[config.mk]
export PLATFORM = sky130hd
export DESIGN_NAME = mul8u_err_monitor
export DESIGN_NICKNAME = d
export VERILOG_FILES = /design/src/rtl/mul8u_err_pkg.sv /design/src/rtl/mul8u_err_monitor_exact_ref.sv /design/src/rtl/mul8u_err_monitor.sv
export SDC_FILE = /design/constraint.sdc
export NUM_CORES = 1
export LEC_CHECK = 0
export ABC_AREA = 1
export CAP_MARGIN = 20
export CORE_MARGIN = 4
export CORE_UTILIZATION = 35
export DETAILED_ROUTE_END_ITERATION = 10
export PLACE_DENSITY_LB_ADDON = 0.08
export SLEW_MARGIN = 20
export SYNTH_ARGS = -nofsm -noshare
export SYNTH_HDL_FRONTEND = slang
export SYNTH_SLANG_ARGS = --single-unit
[constraint.sdc]
create_clock -name clk -period 6.3 [get_ports clk]
set_input_delay 0.63 -clock clk [delete_from_list [all_inputs] [get_ports clk]]
set_output_delay 0.63 -clock clk [all_outputs]
set_load 0.02 [all_outputs]
[src/rtl/mul8u_err_pkg.sv]
// Shared types, widths and saturating arithmetic for the mul8u error monitor.
package mul8u_err_pkg;

  typedef enum logic [1:0] {
    IDLE  = 2'd0,
    RUN   = 2'd1,
    DRAIN = 2'd2,
    DONE  = 2'd3
  } state_e;

  localparam int PROD_W = 16;
  localparam int DIFF_W = 17;

  // Unsigned add clamped to 2^width-1; width may be anything from 1 to 64.
  function automatic logic [63:0] sat_add(input logic [63:0] acc,
                                          input logic [63:0] inc,
                                          input int unsigned width);
    logic [64:0] sum;
    logic [64:0] lim;
    sum = {1'b0, acc} + {1'b0, inc};
    lim = (65'd1 << width) - 65'd1;
    return (sum > lim) ? lim[63:0] : sum[63:0];
  endfunction

endpackage

[src/rtl/mul8u_err_monitor_exact_ref.sv]
// Exact 8x8 unsigned reference product used as the golden value in stage 1.
module mul8u_exact_ref
  import mul8u_err_pkg::*;
(
  input  logic [7:0]        a_i,
  input  logic [7:0]        b_i,
  output logic [PROD_W-1:0] prod_o
);

  assign prod_o = {8'b0, a_i} * {8'b0, b_i};

endmodule

[src/rtl/mul8u_err_monitor.sv]
// Error-statistics monitor for an 8x8 approximate multiplier (3-cycle pipeline).
// Define MUL8U_ERR_WORST_CASE_EN to add the worst-case operand capture outputs.
module mul8u_err_monitor
  import mul8u_err_pkg::*;
#(
  parameter int unsigned N_SAMPLES = 256,
  parameter int unsigned SUM_W     = 32,
  parameter int unsigned CNT_W     = 16
) (
  input  logic              clk,
  input  logic              rst,
  input  logic              start_i,
  input  logic              clear_i,
  input  logic              valid_i,
  output logic              ready_o,
  input  logic [7:0]        a_i,
  input  logic [7:0]        b_i,
  input  logic [PROD_W-1:0] approx_i,
  output logic              busy_o,
  output logic              done_o,
  output logic [CNT_W-1:0]  sample_cnt_o,
  output logic [CNT_W-1:0]  err_cnt_o,
  output logic [SUM_W-1:0]  sum_abs_err_o,
  output logic [PROD_W-1:0] max_abs_err_o
`ifdef MUL8U_ERR_WORST_CASE_EN
  ,
  output logic [7:0]        worst_a_o,
  output logic [7:0]        worst_b_o,
  output logic [PROD_W-1:0] worst_approx_o
`endif
);

  localparam logic [CNT_W-1:0] LAST_IDX = CNT_W'(N_SAMPLES - 1);

  function automatic logic [PROD_W-1:0] abs_diff(input logic [PROD_W-1:0] exact,
                                                 input logic [PROD_W-1:0] approx);
    logic signed [DIFF_W-1:0] diff;
    diff = $signed({1'b0, exact}) - $signed({1'b0, approx});
    if (diff < 0) diff = -diff;
    return diff[PROD_W-1:0];
  endfunction

  function automatic logic [SUM_W-1:0] sat_sum(input logic [SUM_W-1:0]  acc,
                                               input logic [PROD_W-1:0] inc);
    return SUM_W'(sat_add(64'(acc), 64'(inc), SUM_W));
  endfunction

  function automatic logic [CNT_W-1:0] sat_inc(input logic [CNT_W-1:0] acc);
    return CNT_W'(sat_add(64'(acc), 64'd1, CNT_W));
  endfunction

  state_e              state_q;
  logic                ready_q, busy_q, done_q;
  logic [CNT_W-1:0]    sample_cnt_q, err_cnt_q, err_d;
  logic [SUM_W-1:0]    sum_q, sum_d;
  logic [PROD_W-1:0]   max_q, max_d;
  logic                max_upd;
  logic                accept;

  logic [PROD_W-1:0]   exact_w, absdiff_w;
  logic [PROD_W-1:0]   exact_p1, approx_p1;
  logic                vld_p1;
  logic [PROD_W-1:0]   absdiff_p2;
  logic                mismatch_p2;
  logic                vld_p2;

  // Dropped samples while not ready; a clear wins over acceptance.
  assign accept = valid_i & ready_q & ~clear_i;

  mul8u_exact_ref u_exact (
    .a_i    (a_i),
    .b_i    (b_i),
    .prod_o (exact_w)
  );

  assign absdiff_w = abs_diff(exact_p1, approx_p1);

  // Stage 1 captures exact/approx; stage 2 captures |exact - approx|.
  always_ff @(posedge clk) begin
    exact_p1    <= exact_w;
    approx_p1   <= approx_i;
    absdiff_p2  <= absdiff_w;
    mismatch_p2 <= (absdiff_w != '0);
  end

`ifdef MUL8U_ERR_WORST_CASE_EN
  logic [7:0]        a_p1, b_p1, a_p2, b_p2;
  logic [PROD_W-1:0] approx_p2;
  logic [7:0]        worst_a_q, worst_b_q;
  logic [PROD_W-1:0] worst_approx_q;

  always_ff @(posedge clk) begin
    a_p1      <= a_i;
    b_p1      <= b_i;
    a_p2      <= a_p1;
    b_p2      <= b_p1;
    approx_p2 <= approx_p1;
  end

  always_ff @(posedge clk) begin
    if (rst || clear_i || ((state_q == IDLE || state_q == DONE) && start_i)) begin
      worst_a_q      <= '0;
      worst_b_q      <= '0;
      worst_approx_q <= '0;
    end else if (max_upd) begin
      worst_a_q      <= a_p2;
      worst_b_q      <= b_p2;
      worst_approx_q <= approx_p2;
    end
  end

  assign worst_a_o      = worst_a_q;
  assign worst_b_o      = worst_b_q;
  assign worst_approx_o = worst_approx_q;
`endif

  // Stage 3 folds the stage-2 result into the running statistics.
  always_comb begin
    err_d   = err_cnt_q;
    sum_d   = sum_q;
    max_d   = max_q;
    max_upd = 1'b0;
    if (vld_p2) begin
      if (mismatch_p2) err_d = sat_inc(err_cnt_q);
      sum_d = sat_sum(sum_q, absdiff_p2);
      if (absdiff_p2 > max_q) begin
        max_d   = absdiff_p2;
        max_upd = 1'b1;
      end
    end
  end

  always_ff @(posedge clk) begin
    if (rst || clear_i) begin
      state_q      <= IDLE;
      ready_q      <= 1'b0;
      busy_q       <= 1'b0;
      done_q       <= 1'b0;
      vld_p1       <= 1'b0;
      vld_p2       <= 1'b0;
      sample_cnt_q <= '0;
      err_cnt_q    <= '0;
      sum_q        <= '0;
      max_q        <= '0;
    end else begin
      vld_p1    <= accept;
      vld_p2    <= vld_p1;
      err_cnt_q <= err_d;
      sum_q     <= sum_d;
      max_q     <= max_d;
      if (accept) sample_cnt_q <= sample_cnt_q + CNT_W'(1);
      case (state_q)
        IDLE, DONE: begin
          if (start_i) begin
            state_q      <= RUN;
            ready_q      <= 1'b1;
            busy_q       <= 1'b1;
            done_q       <= 1'b0;
            sample_cnt_q <= '0;
            err_cnt_q    <= '0;
            sum_q        <= '0;
            max_q        <= '0;
          end
        end
        RUN: begin
          if (accept && sample_cnt_q == LAST_IDX) begin
            state_q <= DRAIN;
            ready_q <= 1'b0;
          end
        end
        DRAIN: begin
          if (!vld_p1 && !vld_p2) begin
            state_q <= DONE;
            busy_q  <= 1'b0;
            done_q  <= 1'b1;
          end
        end
        default: begin
          state_q <= IDLE;
          ready_q <= 1'b0;
          busy_q  <= 1'b0;
          done_q  <= 1'b0;
        end
      endcase
    end
  end

  assign ready_o       = ready_q;
  assign busy_o        = busy_q;
  assign done_o        = done_q;
  assign sample_cnt_o  = sample_cnt_q;
  assign err_cnt_o     = err_cnt_q;
  assign sum_abs_err_o = sum_q;
  assign max_abs_err_o = max_q;

endmodule

* Word-level counts from Yosys, hierarchy flattened
Index checks and enable logic that the tools add are counted.
W data, S select, Z words.
** Operators by class
- Add/subtract/negate cells :: 5
- Multiply operators :: 1
- Magnitude comparators :: 4
- Equality and inequality tests :: 7
- Mux-type cells :: 29
- Bitwise operators :: 3
- Reductions and logical operators :: 13
** Operators by type and width (number)
- $mux W16 :: 13
- $mux W32 :: 4
- $add A32 B16 Y33 :: 1
- $gt A33 B32 Y1 const B :: 1
- $add A16 B1 Y17 const B :: 1
- $gt A17 B16 Y1 const B :: 1
- $lt A17 B1 Y1 const B :: 1
- $sub A16 B16 Y17 :: 1
- $add A16 B1 Y16 const B :: 1
- $eq A16 B8 Y1 const B :: 1
- $gt A16 B16 Y1 :: 1
- $mul A8 B8 Y16 :: 1
- $neg A16 Y16 :: 1
- $reduce_bool A16 Y1 :: 1
- $reduce_and A3 Y1 :: 3
- $mux W2 :: 3
- $ne A2 B2 Y1 const B :: 3
- $pmux W1 S2 :: 3
- $pmux W2 S3 :: 1
- $mux W1 :: 5
- $eq A2 B2 Y1 const B :: 2
- $reduce_bool A2 Y1 :: 2
- $and A1 B1 Y1 :: 2
- $eq A2 B1 Y1 const B :: 1
- 6 further kinds :: 8
** Word-level totals
- Flip-flop bits (word level) :: 136
- Bits of input ports :: 37
- Output and inout port bits :: 83
- Word-level logic and storage cells :: 76

* Logic depth before layout (Yosys ltp)
- Depth in word-level cells :: 7
- Depth in mapped cells :: 24
- Depth with buffers taken out :: 23

* Hierarchy
From an unflattened synthesis, not the netlist that was laid out.
** Second synthesis, totals
- Cell total of the unflattened synthesis :: 1504
- Area total of the unflattened synthesis :: 10233.6 sq um
** By module, submodules not included
- mul8u_err_monitor :: times used 1, cells an instance 1129, area an instance 7837.5 sq um, sequential area each 2722.6 sq um
- mul8u_exact_ref :: times used 1, cells an instance 375, area an instance 2396.0 sq um, sequential area each 0.0 sq um

* Worst setup path before layout
No wires, ideal clock.
- Path type :: input port to flip-flop
- From :: input a_i[2]
- To :: register exact_p1[15]
- Library setup time :: 0.122 ns
- Data arrival time :: 4.373 ns
- Data required time :: 6.178 ns
- Slack :: 1.805 ns
- Cell stages on the path :: 18
- Path buffers :: 1
- Cell sequence :: clkbuf_1 nand2_1 fa_1 inv_1 fa_1 fa_1 inv_1 fa_1 inv_1 ha_1 nand2_1 o21ai_0 a21oi_1 o21ai_0 a21oi_1 nor2_1 nor2_1 xor2_1
** Between the ends
- Word-level cells in the longest chain between the ends :: 1
** RTL lines
- from (decl) :: line mul8u_err_monitor.sv:16 : input logic [7:0] a_i,
- $mul A8 B8 Y16 :: line mul8u_err_monitor_exact_ref.sv:10 : assign prod_o = {8'b0, a_i} * {8'b0, b_i};
- net exact_w[15] :: line mul8u_err_monitor.sv:60 : logic [PROD_W-1:0] exact_w, absdiff_w;
- to (signal assigned) :: line mul8u_err_monitor.sv:80 : exact_p1 <= exact_w;
- to (decl) :: line mul8u_err_monitor.sv:61 : logic [PROD_W-1:0] exact_p1, approx_p1;
The timed path passes the listed nets, and every way through them passes these cells.
A chain may end at the register's enable or synchronous reset.

* Worst setup path after layout
- From :: input b_i[7]
- To :: register exact_p1[14]
** Between the ends
- Word-level cells in the longest chain between the ends :: 1
** RTL lines
- from (decl) :: line mul8u_err_monitor.sv:17 : input logic [7:0] b_i,
- $mul A8 B8 Y16 :: line mul8u_err_monitor_exact_ref.sv:10
- net exact_w[14] :: line mul8u_err_monitor.sv:60
The timed path passes the listed nets, and every way through them passes these cells.

==> results.cfg <==
[routing]
vias_per_cell = 4.63
dr_wl_met2_um = 12400
drt_iter0_drc = 454
ant_nets = 0
num_vias = 8915
drc = 0
drt-met1-wl_um = 11700
top_layer_used = met5
routed-wl-met3_um = 919
routed_wl_um = 25500
drt_first_pass_iters = 5
post_drt_wl_per_cell_um = 13.3

[clock_tree]
cts_tree = done
clock-root-buffer = clkbuf_16
htreeDepth = 4
cts_sinks = 136
cts.reportedPaths.clkPinSlew_ns = 0.06
cts_hold_buf = 0
clockBufferDepth = 2
worstSkewPairLatency_ns = 0.42
cts_buffers = 17
cts-resized-gates = 0
post-cts-setup-buffer-count = 0

[synth]
netlist_top_cells_area = dfxtp_1 (27%), nand2_1 (11%), ha_1 (11%), inv_1 (10%), fa_1 (7.6%)
ys_seq_area_frac = 0.271
syn_inst = 1434
yosys_warnings = 0
avgSynthCellArea_um2 = 7.00
ys_seq_elements = 136
synth_cell_types = 44
async_reset_ff_frac = 0
synth_area_mm2 = 0.0100
synth.top_cell.area_share = 0.271
synth_ff_type = dfxtp_1
synth_nets = 1600
synth_top_area_cell = dfxtp_1
synth_edf_count = 0

[floorplan]
die_area_mm2 = 0.0314
start_util = 0.358
die_h_um = 177
core_mm2 = 0.0280
design.portCount = 120
fp.dieW_um = 177
rows = 61

[finish]
post-route-util = 0.435
drive_gt1_frac = 0.0491
fin_nets = 1702
diodes = 0
areaGrowthSynthToFinish_pct = 21.4

[timing]
worstMarginPinSlew_ns = 0.731
finalSetupTns_ns = 0
slew-limit-headroom = 0.512
hold_viol = 0
post-route-min-period_ns = 4.75
period_share = 0.753
finalClockSkew_ns = 0.0136
setup_viol = 0
rsz0062_at_grt = false
hold_slack_ns = 0.417
final_max_slew_viol_count = 0
fmax_ghz = 0.211

[placement]
dp_hpwl_um = 20600
place_congestion = 0.858
io_buffers = 119

[grt]
overflow = 0
grt_first_pass_wirelength_um = 42700
track_usage = 0.166
grt_pass1_vias = 8867
grt_max_degree = 61
antenna_found_initial = 1

[worst_setup_path]
ff2ff_path_depth = 14
crit_family = adder cells
criticalPathCategory = input port to flip-flop
path_max_fanout = 8
crit_required_ns = 6.60
critPathCaptureType = flip-flop
start_kind = input port
critical_path_depth = 20
cpPeakStageDelay_ns = 0.65
path_cells = clkdlybuf4s50_1 > nand2_1 > fa_1 > fa_1 > inv_1 > fa_1 > inv_1 > fa_1 > inv_1 > ha_1 > inv_1 > o21ai_0 > nand2_1 > nand2_1 > nand3_1 > nand2_1 > a21oi_1 > nor2_1 > nor2_1 > xor2_1
critPathBufInv = 5
worstPathArrival_ns = 5.04
crit_path_top_delay_cell = clkdlybuf4s50_1

[hold_path]
min_path_type = flip-flop to flip-flop
hold_path_depth = 2

[job]
maxCapViolCount = 0

[power]
leakage_nw = 5.71
peakVddDrop_mv = 0.177
powerDensity_mw_per_mm2 = 308

[status]
outcome = completed
[final cells by class]
cell class	count	area, µm²
flip-flops and latches	136	2720
clock inverters	13	194
well taps	378	473
multi-input cells	985	6120
clock buffers	18	429
inverters	274	1030
fillers	2972	15800
repair buffers	122	1210
[power by group]
group / total [mW] / switching, mW / internal [mW]
clock network: 1.08 / 0.414 / 0.668
registers: 1.07 / 0.0887 / 0.977
logic: 1.61 / 0.995 / 0.612
[cells in the mapped netlist, types with 2 or more instances]
library cell / instances
o21ai_1: 9
nand3b_1: 4
clkbuf_1: 34
nand3_2: 2
nor2_2: 8
o21bai_1: 2
and3_1: 3
a21oi_1: 78
a31oi_1: 22
nand3_1: 61
buf_2: 4
xor2_1: 42
nand2_1: 306
nor2_1: 135
dfxtp_1: 136
xnor2_1: 19
o21ai_2: 10
a21o_1: 2
fa_1: 38
nor2_4: 2
o21a_1: 3
nor4_1: 6
inv_2: 7
o211ai_1: 6
nor3_4: 2
and2_1: 2
inv_1: 267
o21ai_0: 74
ha_1: 91
nand4_1: 20
nand2_2: 6
o31ai_1: 2
nor3_1: 20
[stage by stage]
stage | cell area, µm² | worst slack, ns | power [mW] | std cells
after floorplan | 10000 | 1.81 | 2.32 | 1434
after global placement | 11600 | 1.18 | 2.69 | 1895
after detailed placement | 11600 | 1.12 | 2.72 | 1895
after CTS | 12200 | 1.55 | 3.82 | 1926
after global routing | 12200 | 1.25 | 4.12 | 1926
final | 12200 | 1.55 | 3.76 | 1926
[final timing paths]
| check | start | endpoint | slack, ns |
|---|---|---|---|
| worst max register to register | absdiff_p2[0] | sum_abs_err_o[15] | 2.99 |
| worst max-delay path | b_i[7] | exact_p1[14] | 1.55 |
| worst min register to register | vld_p1 | vld_p2 | 0.42 |
| worst min-delay path | vld_p1 | vld_p2 | 0.42 |
[state kept, by name, summed over array words and instances (netlist names), 2 cells and up]
signal,count
sum_abs_err_o,32
absdiff_p2,16
approx_p1,16
err_cnt_o,16
exact_p1,16
max_abs_err_o,16
sample_cnt_o,16
state_q,2
[cells by family (layout without fill, tap and decap cells)]
kind of cell | count (synthesis) | in the layout | share of synthesized area
AO/OA/AOI/OAI | 212 | 212 | 0.117
XOR/XNOR | 61 | 61 | 0.0532
adder cells (fa/ha/maj) | 129 | 129 | 0.189
buffers and inverters | 313 | 427 | 0.119
flip-flops | 136 | 136 | 0.271
AND/OR/NAND/NOR | 583 | 583 | 0.250
[cell usage in the layout, fill, tap and decap left out, types with 6 or more instances in the layout]
cell type	netlist	routed
nand2_2	6	6
xnor2_1	19	19
inv_1	267	266
xor2_1	42	42
nand2_1	306	306
nor4_1	6	6
o21ai_0	74	74
a31oi_1	22	22
nor2_1	135	135
clkbuf_16	0	17
o211ai_1	6	6
ha_1	91	91
nor2_2	8	8
clkdlybuf4s50_1	0	119
inv_2	7	7
fa_1	38	38
o21ai_1	9	9
dfxtp_1	136	135
nand4_1	20	20
nor3_1	20	20
a21oi_1	78	78
o21ai_2	10	10
nand3_1	61	61
[layer usage]
metal  up-vias  GRT usage
met5         -          0
met2       130      0.297
met4         2     0.0535
met1      4008      0.207
li1       4742          -
met3        33     0.0232
[worst reg2reg max path, cell delays in order, from the launching register on]
cell	delay (ns)
dfxtp_1	0.41
ha_1	0.20
inv_1	0.05
fa_1	0.40
o21ai_1	0.26
nand2_1	0.09
nand2_1	0.16
nand3_1	0.09
nand2_1	0.10
nand2_1	0.11
a21oi_2	0.26
nand3_2	0.62
nand3_1	0.31
o211ai_1	0.12
inv_1	0.07
No activity file was read; power rests on OpenSTA's default activity.
